$ cat src/rtl/fifo_sram_pkg.sv
// Shared definitions for the FIFO-SRAM packet buffer processor-port logic.
// - Default widths of the buffer port (data, address).
// - Register-window select bit and register offsets inside that window.
// - Arbiter state encoding and the debug record the arbiter exposes.
package fifo_sram_pkg;

  localparam int DEF_DWIDTH  = 72;
  localparam int DEF_AWIDTH  = 10;

  // addra[REG_SEL_BIT]=1 steers the access to the control-register window.
  localparam int REG_SEL_BIT = 9;

  // Register offsets inside the window.
  localparam logic [7:0] REG_STATUS  = 8'h00;
  localparam logic [7:0] REG_SOP_PTR = 8'h01;
  localparam logic [7:0] REG_EOP_PTR = 8'h02;
  localparam logic [7:0] REG_DROP    = 8'h03;

  typedef enum logic {
    ARB    = 1'b0,
    LOCKED = 1'b1
  } arb_state_e;

  // Snapshot of the arbiter's internal state for checkers and debug.
  // Pointer/owner fields are sized for the largest supported NREQ (4).
  typedef struct packed {
    arb_state_e  state;
    logic [1:0]  rr_ptr;
    logic [1:0]  owner;
    logic [7:0]  burst_cnt;
    logic        reg_access;
  } arb_dbg_t;

endpackage

$ cat src/rtl/fifo_sram_port_arbiter_if.sv
// Bundle of the requester-side handshake, the buffer port and the arbiter
// debug record.
//   req_valid/req_we/req_lock  per-requester request, direction, burst lock
//   req_addr/req_wdata         packed per-requester address and write data
//   req_ready                  access accepted this cycle
//   rsp_valid/rsp_rdata        one-hot read response and shared read data
//   port_hold                  stall from the packet controller
//   wea/addra/dina/douta       buffer processor port
//   dbg                        arbiter state snapshot
// Modports: slave = arbiter side, master = requesters plus buffer side.
//
// Handshake: a requester raises req_valid with stable we/lock/addr/wdata and
// keeps them stable until it sees req_ready=1 in the same cycle; that cycle
// is the accept and the request may change afterwards. req_ready never
// depends on anything but the current-cycle inputs and arbiter state.
interface fifo_sram_port_arbiter_if #(
  parameter int NREQ   = 2,
  parameter int DWIDTH = 72,
  parameter int AWIDTH = 10
) ();
  import fifo_sram_pkg::*;

  logic [NREQ-1:0]        req_valid;
  logic [NREQ-1:0]        req_we;
  logic [NREQ-1:0]        req_lock;
  logic [NREQ*AWIDTH-1:0] req_addr;
  logic [NREQ*DWIDTH-1:0] req_wdata;
  logic [NREQ-1:0]        req_ready;
  logic [NREQ-1:0]        rsp_valid;
  logic [DWIDTH-1:0]      rsp_rdata;
  logic                   port_hold;
  logic                   wea;
  logic [AWIDTH-1:0]      addra;
  logic [DWIDTH-1:0]      dina;
  logic [DWIDTH-1:0]      douta;
  arb_dbg_t               dbg;

  modport slave (
    input  req_valid, req_we, req_lock, req_addr, req_wdata, port_hold, douta,
    output req_ready, rsp_valid, rsp_rdata, wea, addra, dina, dbg
  );

  modport master (
    output req_valid, req_we, req_lock, req_addr, req_wdata, port_hold, douta,
    input  req_ready, rsp_valid, rsp_rdata, wea, addra, dina, dbg
  );

endinterface

$ cat src/rtl/rr_arbiter.sv
// Round-robin grant: rotate the request vector to start at ptr and pick the
// first set bit, wrapping modulo N. Purely combinational.
//   req    N-bit request vector
//   ptr    index searched first
//   grant  one-hot grant (all zero when no request)
module rr_arbiter #(
  parameter int N = 2
) (
  input  logic [N-1:0]         req,
  input  logic [$clog2(N)-1:0] ptr,
  output logic [N-1:0]         grant
);

  localparam int PW = $clog2(N);

  logic [PW:0] idx;
  logic        found;

  always_comb begin
    grant = '0;
    found = 1'b0;
    idx   = '0;
    for (int k = 0; k < N; k++) begin
      // One extra bit keeps ptr+k from overflowing before the modulo fold.
      idx = {1'b0, ptr} + (PW+1)'(k);
      if (idx >= (PW+1)'(N)) begin
        idx = idx - (PW+1)'(N);
      end
      if (!found && req[idx[PW-1:0]]) begin
        grant[idx[PW-1:0]] = 1'b1;
        found              = 1'b1;
      end
    end
  end

endmodule

$ cat src/rtl/fifo_sram_port_arbiter.sv
// Shares the single processor port of the FIFO-SRAM packet buffer (and its
// register window) between NREQ requesters.
//   clk, reset  clock, asynchronous active-high reset
//   bus         fifo_sram_port_arbiter_if.slave: requester handshake,
//               buffer port (wea/addra/dina registered, douta 1 cycle
//               after addra), controller stall, debug snapshot
// Round-robin arbitration with an optional burst lock bounded by MAX_BURST
// accepts. Read responses return three cycles after the accept, in order,
// routed through a two-stage {rd, id} tag pipeline.
module fifo_sram_port_arbiter
  import fifo_sram_pkg::*;
#(
  parameter int DWIDTH    = DEF_DWIDTH,
  parameter int AWIDTH    = DEF_AWIDTH,
  parameter int NREQ      = 2,
  parameter int MAX_BURST = 4
) (
  input logic                     clk,
  input logic                     reset,
  fifo_sram_port_arbiter_if.slave bus
);

  localparam int              IDW        = $clog2(NREQ);
  localparam int              BCW        = $clog2(MAX_BURST + 1);
  localparam logic [IDW-1:0]  LAST_ID    = IDW'(NREQ - 1);
  localparam logic [BCW-1:0]  BURST_LAST = BCW'(MAX_BURST - 1);
  localparam bit              LOCK_EN    = (MAX_BURST > 1);

  arb_state_e        state_q;
  logic [IDW-1:0]    rr_ptr_q;
  logic [IDW-1:0]    owner_q;
  logic [BCW-1:0]    burst_cnt_q;

  logic [NREQ-1:0]   arb_grant;
  logic [NREQ-1:0]   owner_grant;
  logic [NREQ-1:0]   grant;
  logic [NREQ-1:0]   ready;
  logic              accept;
  logic [IDW-1:0]    acc_id;
  logic [IDW-1:0]    next_ptr;
  logic              acc_we;
  logic              acc_lock;
  logic [AWIDTH-1:0] acc_addr;
  logic [DWIDTH-1:0] acc_wdata;

  logic              tag1_rd;
  logic [IDW-1:0]    tag1_id;
  logic              tag2_rd;
  logic [IDW-1:0]    tag2_id;
  logic [NREQ-1:0]   rsp_onehot;

  rr_arbiter #(.N(NREQ)) u_rr_arbiter (
    .req   (bus.req_valid),
    .ptr   (rr_ptr_q),
    .grant (arb_grant)
  );

  always_comb begin
    owner_grant          = '0;
    owner_grant[owner_q] = 1'b1;
  end

  // While locked the owner keeps the port even when idle.
  assign grant = (state_q == LOCKED) ? owner_grant : arb_grant;

  // Held low during reset so nothing is handed out before state is defined.
  assign ready         = reset ? '0 : (grant & bus.req_valid & {NREQ{~bus.port_hold}});
  assign bus.req_ready = ready;
  assign accept        = |ready;

  always_comb begin
    acc_id = '0;
    for (int i = 0; i < NREQ; i++) begin
      if (ready[i]) begin
        acc_id = IDW'(i);
      end
    end
  end

  assign acc_we    = bus.req_we[acc_id];
  assign acc_lock  = bus.req_lock[acc_id];
  assign acc_addr  = bus.req_addr[int'(acc_id)*AWIDTH +: AWIDTH];
  assign acc_wdata = bus.req_wdata[int'(acc_id)*DWIDTH +: DWIDTH];
  assign next_ptr  = (acc_id == LAST_ID) ? '0 : acc_id + 1'b1;

  // Arbitration FSM. Nothing moves without an accept, so port_hold freezes
  // state, pointer and burst count for free.
  always_ff @(posedge clk or posedge reset) begin
    if (reset) begin
      state_q     <= ARB;
      rr_ptr_q    <= '0;
      owner_q     <= '0;
      burst_cnt_q <= '0;
    end else if (accept) begin
      case (state_q)
        ARB: begin
          if (acc_lock && LOCK_EN) begin
            state_q     <= LOCKED;
            owner_q     <= acc_id;
            burst_cnt_q <= BCW'(1);
          end else begin
            rr_ptr_q <= next_ptr;
          end
        end
        LOCKED: begin
          // Only the owner can be accepted here, so next_ptr is owner+1.
          if (!acc_lock || (burst_cnt_q == BURST_LAST)) begin
            state_q     <= ARB;
            rr_ptr_q    <= next_ptr;
            burst_cnt_q <= '0;
          end else begin
            burst_cnt_q <= burst_cnt_q + 1'b1;
          end
        end
        default: state_q <= ARB;
      endcase
    end
  end

  // Registered buffer port drive; address/data hold when idle.
  always_ff @(posedge clk or posedge reset) begin
    if (reset) begin
      bus.wea   <= 1'b0;
      bus.addra <= '0;
      bus.dina  <= '0;
    end else begin
      bus.wea <= accept & acc_we;
      if (accept) begin
        bus.addra <= acc_addr;
        bus.dina  <= acc_wdata;
      end
    end
  end

  // Tag stage 1 lines up with addra, stage 2 with douta.
  always_ff @(posedge clk or posedge reset) begin
    if (reset) begin
      tag1_rd <= 1'b0;
      tag1_id <= '0;
      tag2_rd <= 1'b0;
      tag2_id <= '0;
    end else begin
      tag1_rd <= accept & ~acc_we;
      tag1_id <= acc_id;
      tag2_rd <= tag1_rd;
      tag2_id <= tag1_id;
    end
  end

  always_comb begin
    rsp_onehot          = '0;
    rsp_onehot[tag2_id] = tag2_rd;
  end

  always_ff @(posedge clk or posedge reset) begin
    if (reset) begin
      bus.rsp_valid <= '0;
      bus.rsp_rdata <= '0;
    end else begin
      bus.rsp_valid <= rsp_onehot;
      if (tag2_rd) begin
        bus.rsp_rdata <= bus.douta;
      end
    end
  end

  assign bus.dbg = '{
    state:      state_q,
    rr_ptr:     2'(rr_ptr_q),
    owner:      2'(owner_q),
    burst_cnt:  8'(burst_cnt_q),
    reg_access: bus.addra[REG_SEL_BIT]
  };

endmodule

$ cat src/flat_wrapper.sv
// flat-port wrapper written by rule: the top's interface ports become plain ports
module fifo_sram_port_arbiter_flat import fifo_sram_pkg::*;
#(
  parameter int DWIDTH    = DEF_DWIDTH,
  parameter int AWIDTH    = DEF_AWIDTH,
  parameter int NREQ      = 2,
  parameter int MAX_BURST = 4
)
  (clk, reset, bus_req_valid, bus_req_we, bus_req_lock, bus_req_addr, bus_req_wdata, bus_port_hold, bus_douta, bus_req_ready, bus_rsp_valid, bus_rsp_rdata, bus_wea, bus_addra, bus_dina, bus_dbg);
  fifo_sram_port_arbiter_if #(.NREQ(NREQ), .DWIDTH(DWIDTH), .AWIDTH(AWIDTH)) bus_i ();
  input logic clk;
  input logic reset;
  input wire logic [$bits(bus_i.req_valid)-1:0] bus_req_valid;
  input wire logic [$bits(bus_i.req_we)-1:0] bus_req_we;
  input wire logic [$bits(bus_i.req_lock)-1:0] bus_req_lock;
  input wire logic [$bits(bus_i.req_addr)-1:0] bus_req_addr;
  input wire logic [$bits(bus_i.req_wdata)-1:0] bus_req_wdata;
  input wire logic [$bits(bus_i.port_hold)-1:0] bus_port_hold;
  input wire logic [$bits(bus_i.douta)-1:0] bus_douta;
  output wire logic [$bits(bus_i.req_ready)-1:0] bus_req_ready;
  output wire logic [$bits(bus_i.rsp_valid)-1:0] bus_rsp_valid;
  output wire logic [$bits(bus_i.rsp_rdata)-1:0] bus_rsp_rdata;
  output wire logic [$bits(bus_i.wea)-1:0] bus_wea;
  output wire logic [$bits(bus_i.addra)-1:0] bus_addra;
  output wire logic [$bits(bus_i.dina)-1:0] bus_dina;
  output wire logic [$bits(bus_i.dbg)-1:0] bus_dbg;
  assign bus_i.req_valid = bus_req_valid;
  assign bus_i.req_we = bus_req_we;
  assign bus_i.req_lock = bus_req_lock;
  assign bus_i.req_addr = bus_req_addr;
  assign bus_i.req_wdata = bus_req_wdata;
  assign bus_i.port_hold = bus_port_hold;
  assign bus_i.douta = bus_douta;
  assign bus_req_ready = bus_i.req_ready;
  assign bus_rsp_valid = bus_i.rsp_valid;
  assign bus_rsp_rdata = bus_i.rsp_rdata;
  assign bus_wea = bus_i.wea;
  assign bus_addra = bus_i.addra;
  assign bus_dina = bus_i.dina;
  assign bus_dbg = bus_i.dbg;
  fifo_sram_port_arbiter #(.DWIDTH(DWIDTH), .AWIDTH(AWIDTH), .NREQ(NREQ), .MAX_BURST(MAX_BURST)) u_core (.clk(clk), .reset(reset), .bus(bus_i));
endmodule
$ cat config.mk
export PLATFORM = sky130hd
export DESIGN_NAME = fifo_sram_port_arbiter_flat
export DESIGN_NICKNAME = d
export VERILOG_FILES = /design/src/rtl/fifo_sram_pkg.sv /design/src/rtl/fifo_sram_port_arbiter_if.sv /design/src/rtl/rr_arbiter.sv /design/src/rtl/fifo_sram_port_arbiter.sv /design/src/flat_wrapper.sv
export SDC_FILE = /design/constraint.sdc
export NUM_CORES = 1
export LEC_CHECK = 0
export ABC_AREA = 0
export ABC_CLOCK_PERIOD_IN_PS = 5460
export CORE_AREA = 3 3 163 165
export CTS_CLUSTER_DIAMETER = 200
export DETAILED_ROUTE_END_ITERATION = 8
export DIE_AREA = 0 0 166 168
export GPL_ROUTABILITY_DRIVEN = 0
export PLACE_DENSITY = 0.67
export SLEW_MARGIN = 15
export SYNTH_ARGS = -nofsm -noshare
export SYNTH_HDL_FRONTEND = slang
export SYNTH_SLANG_ARGS = --single-unit
$ cat constraint.sdc
create_clock -name clk -period 5.46 [get_ports clk]
set_input_delay 0.819 -clock clk [delete_from_list [all_inputs] [get_ports clk]]
set_output_delay 0.819 -clock clk [all_outputs]
set_load 0.03 [all_outputs]
==> results_dict.tcl <==
set metrics [dict create \
    cts_hold_buf 0 \
    crit_arrival_ns 2.93 \
    status "finished clean" \
    start_util_pct 29.3 \
    viasPerCell 4.44 \
    first_iter_violations 335 \
    min_to "u_core.tag2_rd" \
    ys_seq_area_share_pct 56.7 \
    routed_wirelength_mm 22.6 \
    total_power_mw 5.68 \
    yosysWarnings 0 \
    worstMarginPinSlew_ns 0.971 \
    fin_crit_ns 3.74 \
    dr.pass1.iters 4 \
    fillCellCount 2240 \
    drive_above_1_share_pct 30.5 \
    drt_drc_violations_left 0 \
    cts_made_buffers 17 \
    p_switching_mw 2.14 \
    netlist_instances 492 \
    cts_root_buf "clkbuf_16" \
    place_area_sq_mm 0.0118 \
    clkSlewWorstSetupHoldPaths_ns 0.07 \
    cts_max_level 4 \
    grt_pass1_vias 5925 \
    clock_power_share_pct 21.6 \
    p_leak_nw 4.89 \
    synth-edff-count 0 \
    maxCapViolCount 0 \
    dp_hpwl_mm 16.7 \
    chipHeight_um 168 \
    reg2reg_to "u_core.bus.dina[35]" \
    final_cell_mix "410 x clkdlybuf4s50_1, 236 x mux2_2, 166 x dfrtp_1" \
    max_clock_freq_ghz 0.267 \
    reg2reg_depth 6 \
    yosysUniqueCellTypes 33 \
    ir_worst_vdd_uv 212 \
    finalNetCount 1142 \
    setup_tns_ns 0 \
    worstSetupPathType "input port to output pin" \
    final_common_cell "clkdlybuf4s50_1" \
    grt_pass1_wl_mm 34.9 \
    async_flop_share_pct 100 \
    grt.total_usage_pct 15.9 \
    min_path_cells 0 \
    synth_area_per_cell_sq_um 15.0 \
    clk_latency_ns 0.42 \
    min-delay-start "u_core.tag1_rd" \
    skew_ns 0.0125 \
    ant_nets 0 \
    grt_antenna_before_repair 1 \
    pwr-share-seq_pct 32.9 \
    r2r_slack_ns 2.52 \
    area_delta_synth_final_pct 67.7 \
    hold_slack_ns 0.343 \
    grt_setup_unrepaired "no" \
    cts_tree "done" \
    clock-sinks 167 \
    fin_area_sq_mm 0.0124 \
    cts_resized 0 \
    crit_path_end_kind "output pin" \
    rows 58 \
    clockBufferDepth 2 \
    combPwrFrac_pct 45.4 \
    drv_slew 0 \
    grt_start_max_net_pins 91 \
    r2r-start "u_core.state_q" \
    critPathRequiredTime_ns 4.64 \
    syn-cell-area_sq_mm 0.00737 \
    ys_seq_elements 167 \
    core_sq_mm 0.0252 \
    stdcell_count 1237 \
    vias 5497 \
    diodes 0 \
    slew_headroom_pct 35.3 \
    placed_cells 1206 \
    wl_per_cell_um 18.2 \
    post-route-period-util_pct 68.6 \
    pwr_density_cell_mw_per_mm2 460 \
    synth-main-ff-cell "dfrtp_1" \
    swShare_pct 37.7 \
    hold_viol_final 0 \
    die_area_sq_mm 0.0279 \
    placement.io_buffers 410 \
    cts_setup_buffers 0 \
    intPower_mw 3.54 \
    cp_max_fo 6 \
    overflow 0 \
    hold_class "register to register" \
    die_x_um 166 \
    setup_viol 0 \
    ios 418 \
    start_kind "input port" \
]
==> worst max path at each step <==
stage / start / to / slack [ns] / cells after the start
CTS: bus_req_valid[1] / bus_req_ready[1] / 1.65 / 4
finish: bus_req_valid[1] / bus_req_ready[1] / 1.72 / 4
detailed placement: bus_req_valid[1] / u_core.bus.dina[53] / 1.28 / 7
global route: bus_req_valid[1] / bus_req_ready[1] / 1.59 / 4
floorplan: reset / u_core.burst_cnt_q[0] / 0.12 / 1
global placement: bus_req_valid[1] / u_core.bus.dina[23] / 1.33 / 7
==> routing by layer <==
layer  track usage [%]  part of all wire (%)  wire [um]  vias up
li1                  -                     -          -     2545
met3              6.32                   8.6       1950       16
met1              19.3                    41       9180     2671
met4              4.05                   1.5        331        2
met5                 0                 0.058         13        -
met2              26.7                    49      11100      263
==> power groups by stage <==
stage | clock [mW] | combinational [mW] | sequential (mW)
6_report | 1.23 | 2.58 | 1.87
5_1_grt | 1.33 | 2.70 | 1.94
4_1_cts | 1.27 | 2.62 | 1.88
3_5_place_dp | 0 | 2.61 | 1.89
3_3_place_gp | 0 | 2.60 | 1.88
2_1_floorplan | 0 | 0.599 | 2.70
==> synth_stat cells, drive strengths merged, types with 2 or more instances <==
cell type  instances  area, sq um
nor2b              3         18.8
o32ai              2         17.5
dfrtp            167         4180
mux2i              2         20.0
nor2               3         11.3
a21oi              2         10.0
a211oi             3         27.5
mux2             236         2660
buf               21          149
ha                 2         25.0
inv                6         22.5
clkbuf            17         63.8
o21ai              3         15.0
nand2              7         26.3
and2               3         18.8
==> through the flow <==
step           setup WS (ns)  util [%]
2_1_floorplan          0.123         -
3_3_place_gp            1.33      46.8
3_5_place_dp            1.28      46.8
4_1_cts                 1.65      49.1
5_1_grt                 1.59      49.1
6_report                1.72      49.1
==> sequential cells by signal, summed over array words and instances (netlist names) <==
name and flops:
u_core.bus.rsp_rdata 72, u_core.rr_ptr_q 1, u_core.burst_cnt_q 3, u_core.tag1_rd 1, u_core.bus.rsp_valid 2, u_core.bus.wea 1
u_core.bus.addra 10, u_core.state_q 1, u_core.tag2_id 1, u_core.tag1_id 1, u_core.owner_q 1, u_core.bus.dina 72
u_core.tag2_rd 1
==> cells by family (layout without fill, tap and decap cells) <==
family / count (synthesis) / in the layout / share of synthesized area, %
adders and majority gates: 2 / 2 / 0.340
muxes: 238 / 238 / 36.3
buffers and inverters: 44 / 453 / 3.19
AOI/OAI and AO/OA: 18 / 18 / 1.82
DFF: 167 / 167 / 56.7
other: 1 / 7 / 0.0509
and+or+nand+nor: 22 / 22 / 1.55
==> critical path, stage by stage <==
cell and delay, ns:
clkdlybuf4s50_1 0.59, or3b_1 0.46, a211oi_4 0.24, clkdlybuf4s50_1 0.81
==> area by class of cell <==
class / count / area [sq um] / share of cell area (%)
flip-flops and latches: 167 / 4180 / 33.8
repair buffers: 416 / 4160 / 33.7
multi-input cells: 287 / 2990 / 24.2
clock buffers: 17 / 425 / 3.44
well taps: 330 / 413 / 3.34
clock inverters: 14 / 159 / 1.29
inverters: 6 / 27.5 / 0.223
(Power assumes the default switching activity.)
